<file path="src/rtl/data_cache_pkg.sv">
// Shared types and constants for the data cache and the load/store decoder.
package data_cache_pkg;

  localparam int unsigned ADDR_BITS      = 32;
  localparam int unsigned WORD_BITS      = 32;
  localparam int unsigned BLOCK_BYTES    = 16;
  localparam int unsigned BLOCK_BITS     = BLOCK_BYTES * 8;
  localparam int unsigned OFFSET_BITS    = $clog2(BLOCK_BYTES);
  localparam int unsigned MAIN_ADDR_BITS = ADDR_BITS - OFFSET_BITS;

  typedef enum logic [1:0] {
    ST_IDLE,
    ST_WRITEBACK,
    ST_FETCH,
    ST_UPDATE
  } state_t;

  // RV32I load widths
  localparam logic [2:0] F3_LB  = 3'b000;
  localparam logic [2:0] F3_LH  = 3'b001;
  localparam logic [2:0] F3_LW  = 3'b010;
  localparam logic [2:0] F3_LBU = 3'b100;
  localparam logic [2:0] F3_LHU = 3'b101;

  // RV32I store widths
  localparam logic [2:0] F3_SB = 3'b000;
  localparam logic [2:0] F3_SH = 3'b001;
  localparam logic [2:0] F3_SW = 3'b010;

  // Registered main-memory request payload
  typedef struct packed {
    logic                      read;
    logic                      write;
    logic [MAIN_ADDR_BITS-1:0] addr;
    logic [BLOCK_BITS-1:0]     data;
  } main_req_t;

endpackage

</file>
<file path="src/rtl/data_cache_if.sv">
// Pipeline-side and main-memory-side bundles of the data cache.
interface data_cache_if;
  import data_cache_pkg::*;

  logic                 mem_read;
  logic                 mem_write;
  logic [2:0]           funct3;
  logic [ADDR_BITS-1:0] address;
  logic [WORD_BITS-1:0] write_data;
  logic [WORD_BITS-1:0] read_data;
  logic                 busywait;

  modport master (output mem_read, mem_write, funct3, address, write_data,
                  input  read_data, busywait);
  modport slave  (input  mem_read, mem_write, funct3, address, write_data,
                  output read_data, busywait);
endinterface

interface data_cache_mem_if;
  import data_cache_pkg::*;

  logic                      main_read;
  logic                      main_write;
  logic [MAIN_ADDR_BITS-1:0] main_address;
  logic [BLOCK_BITS-1:0]     main_writedata;
  logic [BLOCK_BITS-1:0]     main_readdata;
  logic                      main_busywait;

  modport master (output main_read, main_write, main_address, main_writedata,
                  input  main_readdata, main_busywait);
  modport slave  (input  main_read, main_write, main_address, main_writedata,
                  output main_readdata, main_busywait);
endinterface

</file>
<file path="src/rtl/data_cache_load_store_align.sv">
// Byte/half/word extraction with extension for loads; lane mask and replicated data for stores.
module data_cache_load_store_align
  import data_cache_pkg::*;
(
  input  logic [2:0]             funct3,
  input  logic [OFFSET_BITS-1:0] offset,
  input  logic [BLOCK_BITS-1:0]  block,
  input  logic [WORD_BITS-1:0]   store_data,
  output logic [WORD_BITS-1:0]   load_data,
  output logic [BLOCK_BYTES-1:0] byte_mask,
  output logic [BLOCK_BITS-1:0]  store_block
);

  logic [WORD_BITS-1:0] word_sel;
  logic [7:0]           byte_sel;
  logic [15:0]          half_sel;

  // Select the addressed word, then byte/half within it; low address bits ignored per width
  always_comb begin
    word_sel = block[{offset[3:2], 5'b00000} +: 32];
    byte_sel = word_sel[{offset[1:0], 3'b000} +: 8];
    half_sel = word_sel[{offset[1], 4'b0000} +: 16];
    case (funct3)
      F3_LB:   load_data = {{24{byte_sel[7]}}, byte_sel};
      F3_LH:   load_data = {{16{half_sel[15]}}, half_sel};
      F3_LBU:  load_data = {24'h000000, byte_sel};
      F3_LHU:  load_data = {16'h0000, half_sel};
      default: load_data = word_sel;
    endcase
  end

  // Store data is replicated across all lanes; the mask picks the lanes that get written
  always_comb begin
    case (funct3)
      F3_SB: begin
        byte_mask   = 16'(16'h0001 << offset);
        store_block = {16{store_data[7:0]}};
      end
      F3_SH: begin
        byte_mask   = 16'(16'h0003 << {offset[3:1], 1'b0});
        store_block = {8{store_data[15:0]}};
      end
      default: begin
        byte_mask   = 16'(16'h000F << {offset[3:2], 2'b00});
        store_block = {4{store_data}};
      end
    endcase
  end

endmodule

</file>
<file path="src/rtl/data_cache.sv">
// Direct-mapped, write-back, write-allocate data cache for the MEM stage.
module data_cache
  import data_cache_pkg::*;
#(
  parameter int unsigned NUM_LINES = 8
) (
  input  logic              clk,
  input  logic              reset,
  data_cache_if.slave       cpu,
  data_cache_mem_if.master  mem
);

  localparam int unsigned IDX_BITS = $clog2(NUM_LINES);
  localparam int unsigned TAG_BITS = ADDR_BITS - OFFSET_BITS - IDX_BITS;

  logic [BLOCK_BITS-1:0] data_q [NUM_LINES];
  logic [TAG_BITS-1:0]   tag_q  [NUM_LINES];
  logic [NUM_LINES-1:0]  valid_q;
  logic [NUM_LINES-1:0]  dirty_q;

  state_t    state_q, state_d;
  main_req_t req_q, req_d;

  logic [IDX_BITS-1:0]    idx;
  logic [TAG_BITS-1:0]    tag;
  logic [OFFSET_BITS-1:0] offset;
  logic                   request;
  logic                   is_load;
  logic                   hit;

  logic [WORD_BITS-1:0]   load_data;
  logic [BLOCK_BYTES-1:0] byte_mask;
  logic [BLOCK_BITS-1:0]  store_block;
  logic [BLOCK_BITS-1:0]  merged_block;

  assign idx     = cpu.address[OFFSET_BITS +: IDX_BITS];
  assign tag     = cpu.address[ADDR_BITS-1 -: TAG_BITS];
  assign offset  = cpu.address[OFFSET_BITS-1:0];
  assign request = cpu.mem_read | cpu.mem_write;
  assign is_load = cpu.mem_read & ~cpu.mem_write;
  assign hit     = valid_q[idx] && (tag_q[idx] == tag);

  data_cache_load_store_align u_align (
    .funct3      (cpu.funct3),
    .offset      (offset),
    .block       (data_q[idx]),
    .store_data  (cpu.write_data),
    .load_data   (load_data),
    .byte_mask   (byte_mask),
    .store_block (store_block)
  );

  // Byte-lane merge of store data into the resident block
  always_comb begin
    merged_block = data_q[idx];
    for (int i = 0; i < int'(BLOCK_BYTES); i++) begin
      if (byte_mask[i]) merged_block[8*i +: 8] = store_block[8*i +: 8];
    end
  end

  // Stall and load data are combinational so hits cost no cycle
  assign cpu.busywait  = !reset && request && ((state_q != ST_IDLE) || !hit);
  assign cpu.read_data = (!reset && is_load && hit && (state_q == ST_IDLE)) ? load_data : '0;

  assign mem.main_read      = req_q.read;
  assign mem.main_write     = req_q.write;
  assign mem.main_address   = req_q.addr;
  assign mem.main_writedata = req_q.data;

  // Miss-handling FSM: next state and next registered main-memory request
  always_comb begin
    state_d = state_q;
    req_d   = req_q;
    case (state_q)
      ST_IDLE: begin
        if (request && !hit) begin
          if (valid_q[idx] && dirty_q[idx]) begin
            state_d     = ST_WRITEBACK;
            req_d.read  = 1'b0;
            req_d.write = 1'b1;
            req_d.addr  = MAIN_ADDR_BITS'({tag_q[idx], idx});
            req_d.data  = data_q[idx];
          end else begin
            state_d     = ST_FETCH;
            req_d.read  = 1'b1;
            req_d.write = 1'b0;
            req_d.addr  = MAIN_ADDR_BITS'({tag, idx});
          end
        end
      end
      ST_WRITEBACK: begin
        if (!mem.main_busywait) begin
          state_d     = ST_FETCH;
          req_d.read  = 1'b1;
          req_d.write = 1'b0;
          req_d.addr  = MAIN_ADDR_BITS'({tag, idx});
        end
      end
      ST_FETCH: begin
        if (!mem.main_busywait) begin
          state_d    = ST_UPDATE;
          req_d.read = 1'b0;
        end
      end
      ST_UPDATE: begin
        state_d = ST_IDLE;
      end
      default: begin
        state_d = ST_IDLE;
        req_d   = '0;
      end
    endcase
  end

  // State and main-request registers
  always_ff @(posedge clk) begin
    if (reset) begin
      state_q <= ST_IDLE;
      req_q   <= '0;
    end else begin
      state_q <= state_d;
      req_q   <= req_d;
    end
  end

  // Line status bits: filled lines become valid and clean, store hits mark dirty
  always_ff @(posedge clk) begin
    if (reset) begin
      valid_q <= '0;
      dirty_q <= '0;
    end else if (state_q == ST_UPDATE) begin
      valid_q[idx] <= 1'b1;
      dirty_q[idx] <= 1'b0;
    end else if ((state_q == ST_IDLE) && cpu.mem_write && hit) begin
      dirty_q[idx] <= 1'b1;
    end
  end

  // Block data and tags: refill from main memory or merge a store hit
  always_ff @(posedge clk) begin
    if (!reset) begin
      if (state_q == ST_UPDATE) begin
        data_q[idx] <= mem.main_readdata;
        tag_q[idx]  <= tag;
      end else if ((state_q == ST_IDLE) && cpu.mem_write && hit) begin
        data_q[idx] <= merged_block;
      end
    end
  end

endmodule
</file>
<file path="src/flat_wrapper.sv">
// flat-port wrapper written by rule: the top's interface ports become plain ports
module data_cache_flat import data_cache_pkg::*;
#(
  parameter int unsigned NUM_LINES = 8
)
  (clk, reset, cpu_mem_read, cpu_mem_write, cpu_funct3, cpu_address, cpu_write_data, cpu_read_data, cpu_busywait, mem_main_read, mem_main_write, mem_main_address, mem_main_writedata, mem_main_readdata, mem_main_busywait);
  data_cache_if cpu_i ();
  data_cache_mem_if mem_i ();
  input  logic clk;
  input  logic reset;
  input wire logic [$bits(cpu_i.mem_read)-1:0] cpu_mem_read;
  input wire logic [$bits(cpu_i.mem_write)-1:0] cpu_mem_write;
  input wire logic [$bits(cpu_i.funct3)-1:0] cpu_funct3;
  input wire logic [$bits(cpu_i.address)-1:0] cpu_address;
  input wire logic [$bits(cpu_i.write_data)-1:0] cpu_write_data;
  output wire logic [$bits(cpu_i.read_data)-1:0] cpu_read_data;
  output wire logic [$bits(cpu_i.busywait)-1:0] cpu_busywait;
  output wire logic [$bits(mem_i.main_read)-1:0] mem_main_read;
  output wire logic [$bits(mem_i.main_write)-1:0] mem_main_write;
  output wire logic [$bits(mem_i.main_address)-1:0] mem_main_address;
  output wire logic [$bits(mem_i.main_writedata)-1:0] mem_main_writedata;
  input wire logic [$bits(mem_i.main_readdata)-1:0] mem_main_readdata;
  input wire logic [$bits(mem_i.main_busywait)-1:0] mem_main_busywait;
  assign cpu_i.mem_read = cpu_mem_read;
  assign cpu_i.mem_write = cpu_mem_write;
  assign cpu_i.funct3 = cpu_funct3;
  assign cpu_i.address = cpu_address;
  assign cpu_i.write_data = cpu_write_data;
  assign cpu_read_data = cpu_i.read_data;
  assign cpu_busywait = cpu_i.busywait;
  assign mem_main_read = mem_i.main_read;
  assign mem_main_write = mem_i.main_write;
  assign mem_main_address = mem_i.main_address;
  assign mem_main_writedata = mem_i.main_writedata;
  assign mem_i.main_readdata = mem_main_readdata;
  assign mem_i.main_busywait = mem_main_busywait;
  data_cache #(.NUM_LINES(NUM_LINES)) u_core (.clk(clk), .reset(reset), .cpu(cpu_i), .mem(mem_i));
endmodule
</file>
<file path="config.mk">
export PLATFORM = sky130hd
export DESIGN_NAME = data_cache_flat
export DESIGN_NICKNAME = d
export VERILOG_FILES = /design/src/rtl/data_cache_pkg.sv /design/src/rtl/data_cache_if.sv /design/src/rtl/data_cache_load_store_align.sv /design/src/rtl/data_cache.sv /design/src/flat_wrapper.sv
export SDC_FILE = /design/constraint.sdc
export NUM_CORES = 2
export LEC_CHECK = 0
export ABC_AREA = 1
export CAP_MARGIN = 20
export CORE_ASPECT_RATIO = 0.7
export CORE_MARGIN = 1
export CORE_UTILIZATION = 40
export CTS_BUF_LIST = sky130_fd_sc_hd__clkbuf_4 sky130_fd_sc_hd__clkbuf_8 sky130_fd_sc_hd__clkbuf_16
export DETAILED_ROUTE_END_ITERATION = 7
export GPL_TIMING_DRIVEN = 0
export HOLD_SLACK_MARGIN = 0.12
export PLACE_DENSITY = 0.59
export RECOVER_POWER = 50
export SYNTH_ARGS = -nofsm -noshare
export SYNTH_HDL_FRONTEND = slang
export SYNTH_SLANG_ARGS = --single-unit
export TNS_END_PERCENT = 5
</file>
<file path="constraint.sdc">
create_clock -name clk -period 24.8 [get_ports clk]
set_input_delay 4.96 -clock clk [delete_from_list [all_inputs] [get_ports clk]]
set_output_delay 4.96 -clock clk [all_outputs]
set_load 0.05 [all_outputs]
</file>
Word level (Yosys, flattened, before mapping) --
Memory sizes are Yosys's and may differ from the RTL's. Index checks and enable logic that the tools add are counted.
Storage, ports and cells: bits in registers 176, latch bits 0, RAM bits 1224, memory bits (read-only) 0, input bits 200, output and inout port bits 191, logic and storage cells 107, memories kept 2
Cells by class: add/sub/neg operators 0, $mul 0, divide/modulo/power cells 0, order comparisons 2, equal/unequal tests 10, shifts and indexed selects 6, muxes and demuxes 48, bitwise logic cells 8, reduce and logical (&&, ||, !) cells 24
Memory list:
- u_core.data_q | depth 8, bits a word 128, rd ports 1, clocked after memory_dff 0, wr ports 1, RTL line data_cache.sv:16 | logic [BLOCK_BITS-1:0] data_q [NUM_LINES];
- u_core.tag_q | depth 8, bits a word 25, rd ports 1, clocked after memory_dff 0, wr ports 1, RTL line data_cache.sv:17 | logic [TAG_BITS-1:0] tag_q [NUM_LINES];
Operator list (number):
- two-way mux 128 bit | 2
- case mux 128 bit (2 select lines) | 1
- two-way mux 158 bit | 1
- two-way mux 8 bit | 18
- case mux 32 bit (4 select lines) | 1
- variable part select 128 x 8 -> 32 bit | 1
- two-way mux 30 bit | 2
- case mux 29 bit (2 select lines) | 1
- two-way mux 32 bit | 1
- case mux 16 bit (2 select lines) | 1
- variable part select 32 x 6 -> 16 bit | 1
- variable part select 32 x 6 -> 8 bit | 1
- equality test 25 bit | 1
- OR 8 bit | 2
- << shifter 1 x 4 -> 16 bit, first input constant | 1
- << shifter 2 x 4 -> 16 bit, first input constant | 1
- << shifter 4 x 4 -> 16 bit, first input constant | 1
- logical AND 1 bit | 11
- two-way mux 1 bit | 11
- AND reduction 3 bit | 3
- bitwise AND 8 bit | 1
- two-way mux 2 bit | 4
- NOT 8 bit | 1
- case mux 2 bit (4 select lines) | 1
- 21 further kinds | 29

Longest topological paths before layout --
depth after elaboration 9, gate-level depth with buffers 23, depth with buffers taken out 20

By module --
From an unflattened synthesis, not the netlist that was laid out.
Second synthesis, totals: cell total of the unflattened synthesis 5359, area, all modules 59734.8 um^2
By module, submodules not included:
- data_cache | instances 1, cells each 4609, area an instance 56076.3 um^2
- data_cache_load_store_align | instances 1, cells each 750, area an instance 3658.5 um^2

Worst setup path before layout --
No wires, ideal clock.
kind input-to-output, start point input port cpu_address[4], end point output port cpu_read_data[7], arrival time 7.600 ns, required time 19.840 ns, slack 12.240 ns, stages on the path 16, path through buf_6 inv_2 buf_2 nand2_1 nand3_1 nand2_1 nor2_1 nor2_1 or2_0 nor2_1 nand2_1 nor2_1 nand2_1 nor2_2 nand3_2 nor3_1
On the way: word-level cells in the longest chain between the ends 6, elaborated cells between the ends (all ways) 13, those cells by class eq/ne (1); shift (3); mux (4); reduce/logical (3); memory (2)
Ends and longest elaborated chain:
- from (decl) | RTL line flat_wrapper.sv:14 | input wire logic [$bits(cpu_i.address)-1:0] cpu_address;
- parallel branches: the longest is 5 deep, another holds memory read (8 x 128 bit)
- two-way mux 32 bit (*) | RTL line data_cache.sv:63 | assign cpu.read_data = (!reset && is_load && hit && (state_q == ST_IDLE)) ? load_data : '0;
- to (decl) | RTL line flat_wrapper.sv:16 | output wire logic [$bits(cpu_i.read_data)-1:0] cpu_read_data;
Mark *: on every way between the ends. The select of a mux whose other input is x is not followed.

Final worst setup path --
start point input port cpu_address[5], end point output port cpu_read_data[1]
Same word-level chain as after synthesis.

==> metrics.cfg <==
[routing]
vias_per_cell=5.86
drc=0
vias=47700
drtIter0Drc=7772
wl_microns=262000
ant_nets=0
routedWlPerCell_microns=32.2
first_pass_iters=6

[synth]
synth_cell_type_count=50
synth_compound_area_frac=0.0986
ys_seq_area_frac=0.683
synth_top_area_share=0.623
ys_ff_latch=1400
synth_mux_area_frac=0.00696
yosys_warnings=0
synthSimpleGateAreaFrac=0.154
synth_edf_count=1224
synth_area_per_cell_sq_um=10.9
synth_top_family_by_area=simple AND/OR/NAND/NOR gates
post-synth-top-area-cell=edfxtp_1
synthAdderAreaFrac=0.00127
syn_nets=5638
async_flop_share=0
synth_ff_type=edfxtp_1
synthCells=5432
synth_xor_area_frac=0.000148
netlist_area_sq_um=59000
synthTopCellsByArea=edfxtp_1, nand2_1, dfxtp_1, inv_1, a21oi_1

[cts]
cts_tree=built
holdBufCountCts=0
post_cts_buffers=0
cts_resized=0
cts.sinks=1400
clkTransAtPathRegs_ns=0.07
insertion_delay_ns=0.82
clk_root_buffer_cell=clkbuf_16
cts_buffers=140
clk_path_buf_depth=3
htree_levels=4

[critical_path]
crit_chain=dlygate4sd3_1 -> inv_1 -> nand2_1 -> nor2_1 -> clkbuf_1 -> clkbuf_1 -> clkbuf_1 -> clkbuf_1 -> clkbuf_1 -> a22oi_1 -> nand4_1 -> inv_1 -> o21ai_0 -> o22ai_1 -> a21oi_1 -> clkdlybuf4s50_1
path_max_fanout=10
max_stage_delay_ns=1.04
startpoint_type=input port
worst_path_max_delay_cell=clkbuf_1
path_common_cell=clkbuf_1
path_delay_family=buffers and inverters
crit_arrival_ns=12.36
r2r_cells=20
cp.required_ns=19.84
r2r_slack_ns=18.18
path_class=in -> out
cp.depth=16
crit_path_end_kind=output port
cp_num_buf_inv=9

[floorplanning]
die_height_microns=323
io_pins=391
initial_core_util=0.404
num_rows=117
dieWidth_microns=461
die_area_sq_um=149000
core_sq_um=146000

[grt]
use_met2=0.481
overflow=0
antenna_found_initial=29
grtUsageMet1=0.472
grt_pass1_vias=42400
met3_usage=0.115
grt_usage=0.346
grt_max_degree=26
grt_pass1_wl_microns=349000
top_usage_layer=met2

[outcome]
outcome=complete, but fails checks
violations=max-capacitance violations, max-slew violations

[power_and_ir_drop]
p_per_area_nw_per_um2=76.8
leakage_nw=27.0
ir_drop_mv=0.0574

[finish]
fillers=13200
fin_nets=6248
drive_gt1_frac=0.0793
syn_to_final_growth_pct=20.5

[placed_design]
place.gp.congestion=1.06
dp_hpwl_microns=190000
port_buffers=386

[sta]
clock_skew_ns=0.0522
relSlewSlack=-0.673
grt_setup_unrepaired=false
max_freq_mhz=57.7
setup_violations=0
worst_pin_slew_ns=2.50
hold_viol=0
min_period_ns=17.32
whs_ns=0.454
timing.final.crit_share=0.698
timing.setup.tns_ns=0
report.final.slew_viol_count=542

[min_path]
whs_path_depth=2
hold_class=reg -> reg

[job]
maxCapViolations=33

-- registers in the layout (all words and copies together), names as in the netlist, named ones only --
signal                     cells
u_core.data_q               1024
u_core.tag_q                 200
u_core.mem.main_writedata    128
u_core.mem.main_address       28
u_core.valid_q                 8
u_core.state_q                 2
u_core.mem.main_read           1
u_core.mem.main_write          1
-- synth_stat cells, types with 2 or more instances --
library cell and number:
o21ai_0 221, nand2_1 1678, o211ai_1 29, inv_1 476, o2bb2ai_1 12, a22o_1 72, nand4_1 71, nand2_2 7
nand2_4 2, nor2_2 12, nor3_1 9, a22oi_1 81, mux2_2 16, a221oi_1 68, nand3b_1 4, o21ai_1 126
buf_4 23, nor2_4 2, and3_1 11, inv_2 7, or2_0 8, o21a_1 2, a31oi_1 5, nor2_1 287
edfxtp_1 1224, or2_2 13, dfxtp_1 176, a21oi_1 268, a211oi_1 34, a211oi_2 2, clkbuf_1 79, o22ai_1 14
nand3_1 157, buf_2 138, mux2i_1 23, o21bai_1 8, o2111a_1 8, buf_1 17, ha_1 6, buf_6 24
clkinv_1 3
-- layout by cell type (no fill, tap or decap), types with 14 or more instances in the layout --
cell and instances:
mux2i_1 23, nand2_1 1684, a21oi_1 268, dfxtp_1 176, o21ai_0 287, clkdlybuf4s50_1 201, clkbuf_4 39, clkinv_1 30
buf_2 113, dlygate4sd3_1 185, clkinv_2 16, a221oi_1 68, inv_1 479, nor2_1 291, buf_6 26, o21ai_1 60
clkbuf_16 146, mux2_2 16, diode_2 16, edfxtp_1 1224, nand3_1 157, a22oi_1 81, o22ai_1 14, buf_16 14
buf_4 19, a211oi_1 34, o211ai_1 29, clkbuf_1 138, buf_12 26, a22o_1 72, nand4_1 72
-- per-layer routing --
| metal | up-vias | wire length (microns) |
|---|---|---|
| li1 | 20000 | - |
| met1 | 23500 | 101000 |
| met2 | 3503 | 107000 |
| met3 | 674 | 37300 |
| met4 | 6 | 16800 |
| met5 | - | 34 |
-- worst paths after layout --
| kind | from | endpoint |
|---|---|---|
| hold / removal | u_core.valid_q[5] | u_core.valid_q[5] |
| setup / recovery | cpu_address[5] | cpu_read_data[1] |
| setup reg to reg | u_core.tag_q[6][1] | u_core.data_q[6][53] |
| hold reg to reg | u_core.valid_q[5] | u_core.valid_q[5] |
-- metrics by stage --
stage | setup WS [ns] | instances | util | total power (W) | instance area (sq um)
after detailed placement | 9.13 | 7853 | 0.459 | 0.00334 | 67000
after CTS | 9.11 | 8106 | 0.490 | 0.00544 | 71500
after global placement | 3.89 | 7781 | 0.448 | 0.00333 | 65300
after floorplan | 12.24 | 5432 | - | 0.00303 | 59000
final | 7.48 | 8132 | 0.487 | 0.00546 | 71100
after global routing | 7.56 | 8122 | 0.487 | 0.00557 | 71000
-- tightest hold or removal path, cell delays in order, from the launching register on --
cell and delay (ns):
dfxtp_1 0.31, inv_1 0.05, a21oi_1 0.05
-- area by class of cell --
type                            instances  area, sq um  area share
Timing Repair Buffer                  468         5120      0.0720
Clock inverter                         64          559     0.00787
Sequential cell                      1400        40300       0.567
Buffer                                282         1430      0.0201
Clock buffer                          189         4010      0.0564
Antenna cell                           16         40.0    0.000563
Multi-Input combinational cell       3264        15400       0.216
Inverter                              486         1820      0.0257
Tap cell                             1963         2460      0.0346
-- power by group --
part,switching [W],leakage (nW),internal [W],total (W)
combinational,0.000505,12.3,0.000181,0.000686
sequential,0.0000159,12.4,0.00260,0.00262
clock,0.000935,2.28,0.00122,0.00216
total,0.00146,27.0,0.00400,0.00546
-- kinds of logic (layout without fill, tap and decap cells) --
| group | after synthesis | after routing |
|---|---|---|
| other cells | 0 | 16 |
| xor+xnor | 1 | 1 |
| mux | 39 | 39 |
| flops | 1400 | 1400 |
| simple gates | 2266 | 2266 |
| compound gates | 952 | 952 |
| fa+ha+maj | 6 | 6 |
| buf+inv | 768 | 1489 |
No activity file was read; power rests on OpenSTA's default activity.
